<file path="src/rtl/cmp_pkg.sv">
// Shared types for the cmp_track window statistics block.
// Holds the FSM state enum, the sample width and the compare-result bundle.
package cmp_pkg;

    localparam int DW = 4;

    typedef enum logic [1:0] {
        S_IDLE = 2'd0,
        S_ACC  = 2'd1,
        S_OUT  = 2'd2
    } state_t;

    typedef struct packed {
        logic gt;
        logic eq;
        logic lt;
    } cmp_t;

    function automatic cmp_t cmp_fn(
        input logic [DW-1:0] a,
        input logic [DW-1:0] b
    );
        cmp_t r;
        r.gt = (a > b);
        r.eq = (a == b);
        r.lt = (a < b);
        return r;
    endfunction

endpackage

</file>
<file path="src/rtl/cmp_stage.sv">
// Combinational unsigned comparator: o_res = {a>b, a==b, a<b}.
// Ports: i_a, i_b (DW-bit samples), o_res (cmp_t result).
module cmp_stage
    import cmp_pkg::*;
(
    input  logic [DW-1:0] i_a,
    input  logic [DW-1:0] i_b,
    output cmp_t          o_res
);

    assign o_res = cmp_fn(i_a, i_b);

endmodule

</file>
<file path="src/rtl/cmp_track.sv">
// Window tracker: collects WIN samples, presents max/min/all-equal.
// Ports: clk, rst_n, clr, in_valid/in_ready/in_data (sample stream),
// out_valid/out_ready, out_max, out_min, out_same (result);
// out_up/out_dn trend counts only when CMP_TRACK_TREND_EN is defined.
module cmp_track
    import cmp_pkg::*;
#(
    parameter int WIN = 4
) (
    input  logic          clk,
    input  logic          rst_n,
    input  logic          clr,
    input  logic          in_valid,
    output logic          in_ready,
    input  logic [DW-1:0] in_data,
    output logic          out_valid,
    input  logic          out_ready,
    output logic [DW-1:0] out_max,
    output logic [DW-1:0] out_min,
`ifdef CMP_TRACK_TREND_EN
    output logic [DW-1:0] out_up,
    output logic [DW-1:0] out_dn,
`endif
    output logic          out_same
);

    localparam logic [3:0] WIN_C = 4'(WIN);

    state_t r_state;
    state_t w_state_nxt;

    // r_live keeps in_ready low until the first edge after reset release.
    logic          r_live;
    logic [3:0]    r_cnt;
    logic [DW-1:0] r_max, r_min, r_prev;
    logic          r_same;
    logic [DW-1:0] r_omax, r_omin;
    logic          r_osame;

    cmp_t w_cmax, w_cmin, w_cprev;

    logic          w_first, w_acc, w_hs, w_last;
    logic [3:0]    w_cnt_nxt;
    logic [DW-1:0] w_nmax, w_nmin;
    logic          w_nsame;

    cmp_stage u_cmp_max  (.i_a(in_data), .i_b(r_max),  .o_res(w_cmax));
    cmp_stage u_cmp_min  (.i_a(in_data), .i_b(r_min),  .o_res(w_cmin));
    cmp_stage u_cmp_prev (.i_a(in_data), .i_b(r_prev), .o_res(w_cprev));

    always_ff @(posedge clk or negedge rst_n) begin
        if (!rst_n) r_state <= S_IDLE;
        else        r_state <= w_state_nxt;
    end

    always_comb begin
        w_state_nxt = r_state;
        out_valid   = 1'b0;
        in_ready    = 1'b0;
        unique case (r_state)
            S_IDLE: begin
                in_ready = r_live;
                if (w_acc) w_state_nxt = S_ACC;
            end
            S_ACC: begin
                in_ready = r_live;
                if (w_acc && w_last) w_state_nxt = S_OUT;
            end
            S_OUT: begin
                out_valid = 1'b1;
                if (out_ready) w_state_nxt = S_IDLE;
            end
            default: w_state_nxt = S_IDLE;
        endcase
        // clr wins over any accept or handshake.
        if (clr) w_state_nxt = S_IDLE;
    end

    assign w_first   = (r_state == S_IDLE);
    assign w_acc     = in_valid & in_ready & ~clr;
    assign w_hs      = out_valid & out_ready;
    assign w_cnt_nxt = w_first ? 4'd1 : r_cnt + 4'd1;
    assign w_last    = (w_cnt_nxt == WIN_C);

    assign w_nmax  = (w_first || w_cmax.gt) ? in_data : r_max;
    assign w_nmin  = (w_first || w_cmin.lt) ? in_data : r_min;
    assign w_nsame = w_first ? 1'b1 : (r_same & w_cprev.eq);

    always_ff @(posedge clk or negedge rst_n) begin
        if (!rst_n) begin
            r_live  <= 1'b0;
            r_cnt   <= '0;
            r_max   <= '0;
            r_min   <= '0;
            r_prev  <= '0;
            r_same  <= 1'b0;
            r_omax  <= '0;
            r_omin  <= '0;
            r_osame <= 1'b0;
        end else begin
            r_live <= 1'b1;
            if (clr || w_hs) begin
                r_cnt <= '0;
            end else if (w_acc) begin
                r_cnt  <= w_cnt_nxt;
                r_max  <= w_nmax;
                r_min  <= w_nmin;
                r_same <= w_nsame;
                r_prev <= in_data;
                if (w_last) begin
                    r_omax  <= w_nmax;
                    r_omin  <= w_nmin;
                    r_osame <= w_nsame;
                end
            end
        end
    end

    assign out_max  = r_omax;
    assign out_min  = r_omin;
    assign out_same = r_osame;

    logic w_unused;

`ifdef CMP_TRACK_TREND_EN
    logic [DW-1:0] r_up, r_dn, r_oup, r_odn;
    logic [DW-1:0] w_nup, w_ndn;

    assign w_nup = w_first ? '0 : r_up + DW'(w_cprev.gt);
    assign w_ndn = w_first ? '0 : r_dn + DW'(w_cprev.lt);

    always_ff @(posedge clk or negedge rst_n) begin
        if (!rst_n) begin
            r_up  <= '0;
            r_dn  <= '0;
            r_oup <= '0;
            r_odn <= '0;
        end else if (w_acc) begin
            r_up <= w_nup;
            r_dn <= w_ndn;
            if (w_last) begin
                r_oup <= w_nup;
                r_odn <= w_ndn;
            end
        end
    end

    assign out_up = r_oup;
    assign out_dn = r_odn;
    assign w_unused = ^{w_cmax.eq, w_cmax.lt, w_cmin.gt, w_cmin.eq};
`else
    assign w_unused = ^{w_cmax.eq, w_cmax.lt, w_cmin.gt, w_cmin.eq,
                        w_cprev.gt, w_cprev.lt};
`endif

endmodule

</file>
<file path="config.mk">
export PLATFORM = sky130hd
export DESIGN_NAME = cmp_track
export DESIGN_NICKNAME = d
export VERILOG_FILES = /design/src/rtl/cmp_pkg.sv /design/src/rtl/cmp_stage.sv /design/src/rtl/cmp_track.sv
export SDC_FILE = /design/constraint.sdc
export NUM_CORES = 1
export LEC_CHECK = 0
export BUFFER_PORTS_ARGS = -buffer_cell sky130_fd_sc_hd__buf_2
export CELL_PAD_IN_SITES_DETAIL_PLACEMENT = 1
export CELL_PAD_IN_SITES_GLOBAL_PLACEMENT = 2
export CORE_MARGIN = 2
export CORE_UTILIZATION = 39
export DETAILED_ROUTE_END_ITERATION = 8
export HOLD_SLACK_MARGIN = 0.02
export PLACE_DENSITY_LB_ADDON = 0.1
export SLEW_MARGIN = 20
export SYNTH_ARGS = -nofsm -noshare
export SYNTH_HDL_FRONTEND = slang
export SYNTH_HIERARCHICAL = 1
export SYNTH_SLANG_ARGS = --single-unit
</file>
<file path="constraint.sdc">
create_clock -name clk -period 2.5 [get_ports clk]
set_clock_uncertainty 0.05 [all_clocks]
set_input_delay 0.125 -clock clk [delete_from_list [all_inputs] [get_ports clk]]
set_output_delay 0.125 -clock clk [all_outputs]
set_load 0.05 [all_outputs]
</file>
**Yosys cells after proc, flatten, opt, wreduce, memory -nomap -nowiden**

Cells that the tools add are included.

- Equal/unequal tests: 7
- Multiplexer cells: 13
- Order comparisons: 2
- Reductions and logical operators: 10
- Add/sub/neg operators: 1
- Bitwise operators: 6

Operators by type and width:

| cell | count |
|---|---|
| 4-bit two-way mux | 5 |
| 2-bit two-way mux | 4 |
| 3-bit != test (second input constant) | 2 |
| 2-bit case mux with 3 select lines | 1 |
| 3-bit AND reduction | 2 |
| 4-bit by 1-bit adder with 4-bit output (second input constant) | 1 |
| 1-bit bitwise AND | 4 |
| 4-bit by 3-bit equality test with 1-bit output (second input constant) | 1 |
| 4-bit equality test | 1 |
| 4-bit greater-than comparator | 1 |
| 4-bit < comparator | 1 |
| 1-bit logical OR | 3 |
| 1-bit two-way mux | 3 |
| 3-bit by 2-bit != test with 1-bit output (second input constant) | 1 |
| 2-bit by 1-bit equality test with 1-bit output (second input constant) | 1 |
| 2-bit equality test (second input constant) | 1 |
| 2-bit zero test | 1 |
| 1-bit NOT | 2 |
| 2-bit AND reduction | 1 |
| 2-bit nonzero test | 1 |
| 2-bit OR reduction | 1 |
| 1-bit logical AND | 1 |

- Output and inout bits: 11
- Logic and storage cells: 49
- Register bits after elaboration: 29
- Bits of input ports: 9

**Logic depth before layout (Yosys ltp)**

- Depth after elaboration: 9
- Depth in mapped cells: 9
- Depth with buffers taken out: 8

**Hierarchy**

The synthesis kept the hierarchy.

By module, submodules not included:

| module | seq. area each (µm²) | times used | area an instance (µm²) | cells an instance |
|---|---|---|---|---|
| cmp_track | 725.7 | 1 | 1363.8 | 102 |
| cmp_stage | 0.0 | 3 | 128.9 | 16 |

**Worst setup path after synthesis**

OpenSTA, ideal clock, no wires.

- Path type: register to register
- Start: register r_min[3]
- End: register r_omin[0], in the netlist out_min[0]
- Arrival time: 1888 ps
- Period minus slack after synthesis: 2062 ps
- Data required time: 2325 ps
- Path slack: 438 ps
- Setup time: 125 ps
- Buffers on the path: 1
- Stages on the path, launching flop included: 10
- Cells stage by stage: dfrtp_1 inv_1 ha_1 nand2_1 o21bai_4 and2_1 or2_1 buf_6 mux2_4 mux2_2

RTL lines:

| item | line | text |
|---|---|---|
| from (decl) | cmp_track.sv:35 | `logic [DW-1:0] r_max, r_min, r_prev;` |
| from (signal assigned) | cmp_track.sv:107 | `r_min <= w_nmin;` |
| to (signal assigned) | cmp_track.sv:112 | `r_omin <= w_nmin;` |
| to (decl) | cmp_track.sv:37 | `logic [DW-1:0] r_omax, r_omin;` |

==> reports/results.tsv <==
metric	value	unit
rsz0062_at_grt	false	
rows	23	
ff2ff_path_depth	8	
htreeDepth	2	
syn-num-nets	163	
powerDensity	649	nW/um^2
syn_to_final_growth	15.9	%
antenna_found_initial	0	
ant_nets	0	
netlist_area	1680	sq um
grt_overflow_total	0	
start_kind	flop	
drc	0	
hold_slack	0.0750	ns
worstHoldStart	clr	
clk_root_buffer_cell	clkbuf_8	
post_cts.repair.setup_buffers	0	
ff2ff_setup_slack	0.36	ns
initial_core_util	41.3	%
finalNetCount	190	
synth_warnings	6	
finalHoldViolCount	0	
cts_buffer_depth	2	
dieArea	4840	sq um
fin_crit	2.14	ns
diodes	0	
rr_endpoint	out_min[1]	
cp.required	2.61	ns
track_usage	15.8	%
status	complete, no violations	
drt-initial-drc-count	42	
drt_pass1_iterations	4	
drive_gt1_share	37.9	%
p_leak	1.01	nW
grt_pass1_vias	1208	
via_count	1081	
wire_per_inst	15.5	um
die_w	69.5	um
fillers	438	
gp_congestion	0.740	
place_ws	0.343	ns
hp-class	in -> reg	
dp_hpwl	2.50	mm
critical_path_class	reg -> reg	
syn_inst	141	
clk_latency	0.28	ns
worstMarginPinSlew	0.691	ns
cts_sinks	29	
via_per_inst	4.94	
grt_pass1_wl	5.84	mm
clkSlewWorstSetupHoldPaths	0.06	ns
multiInputGateArea	866	sq um
critPathArrivalTime	2.26	ns
cts_tree	built	
period_share	85.7	%
avgSynthCellArea	11.9	sq um
layout_commonest_cell	dfrtp_1	
fmaxAchievable	467	MHz
core_area	4060	sq um
pin_count	20	
setup_slack	0.357	ns
routed_wl	3.39	mm
fin_setup_tns	0	ns
cp_max_fo	4	
maxSlewHeadroom	53.9	%
vdd_drop_max	307	uV
min_to	r_state[1]	
slew_violations	0	
final_cell_mix	dfrtp_1 (29), mux2_2 (20), buf_2 (19)	
whs_path_depth	2	
die_h	69.5	um
numCtsBuffers	5	
maxCapViolations	0	
finalSetupViolations	0	
fin_util	47.9	%
endpoint_kind	flop	
seqCellArea	726	sq um
total_power	1.26	mW
rr_startpoint	r_min[3]	
io_buffers	19	
grt_max_degree	30	
==> what timing repair did <==
item / 4_1_cts / 5_1_grt
gates resized for setup: 0 / 0
endpoints found under the hold margin: 30 / 0
hold buffers: 2 / 0
==> layout make-up <==
cell class	instances	share of cell area, %
repair buffers	23	6.70
well taps	50	3.22
clock inverters	1	0.258
inverters	15	2.90
clock buffers	7	4.96
multi-input cells	94	44.6
flip-flops and latches	29	37.4
==> critical path: stages (launching register included) <==
cell and delay, ns:
dfrtp_1 0.36, inv_1 0.05, ha_1 0.30, nand2_1 0.07
o21bai_4 0.16, and2_1 0.14, or2_1 0.31, mux2_4 0.32
mux2_2 0.26
==> through the flow <==
| stage | area, sq um | instances |
|---|---|---|
| after floorplan | 1680 | 141 |
| after global placement | 1820 | 209 |
| after detailed placement | 1820 | 209 |
| after CTS | 1940 | 219 |
| after global routing | 1940 | 219 |
| final | 1940 | 219 |
==> sequential cells by signal, indices dropped and copies added (netlist names) <==
name and flops:
out_max 4, out_min 4, r_cnt 4, r_max 4, r_min 4, r_prev 4
r_state 2, out_same 1, r_live 1, r_same 1
==> where the power goes <==
group	leakage, nW	switching [mW]	internal, mW	total [mW]
sequential	0.368	0.0374	0.519	0.556
clock	0.0542	0.181	0.248	0.429
combinational	0.583	0.125	0.150	0.275
total	1.01	0.344	0.917	1.26
==> worst max-delay path by stage <==
stage	start	end	slack (ns)	cells past startpoint
6_report	r_min[3]	out_min[1]	0.36	8
5_1_grt	r_max[1]	r_max[3]	0.25	7
2_1_floorplan	r_min[3]	out_min[0]	0.47	9
3_5_place_dp	r_min[3]	out_min[1]	0.34	8
4_1_cts	r_min[3]	out_min[1]	0.33	8
3_3_place_gp	r_min[3]	out_min[1]	0.40	8
==> routing by layer <==
layer	vias up	global-route usage [%]	routed length, um
li1	527	-	-
met3	5	2.47	93
met2	18	27.0	1700
met4	0	8.50	72
met5	-	0	0
met1	531	18.8	1530
No activity file was read; power rests on OpenSTA's default activity.
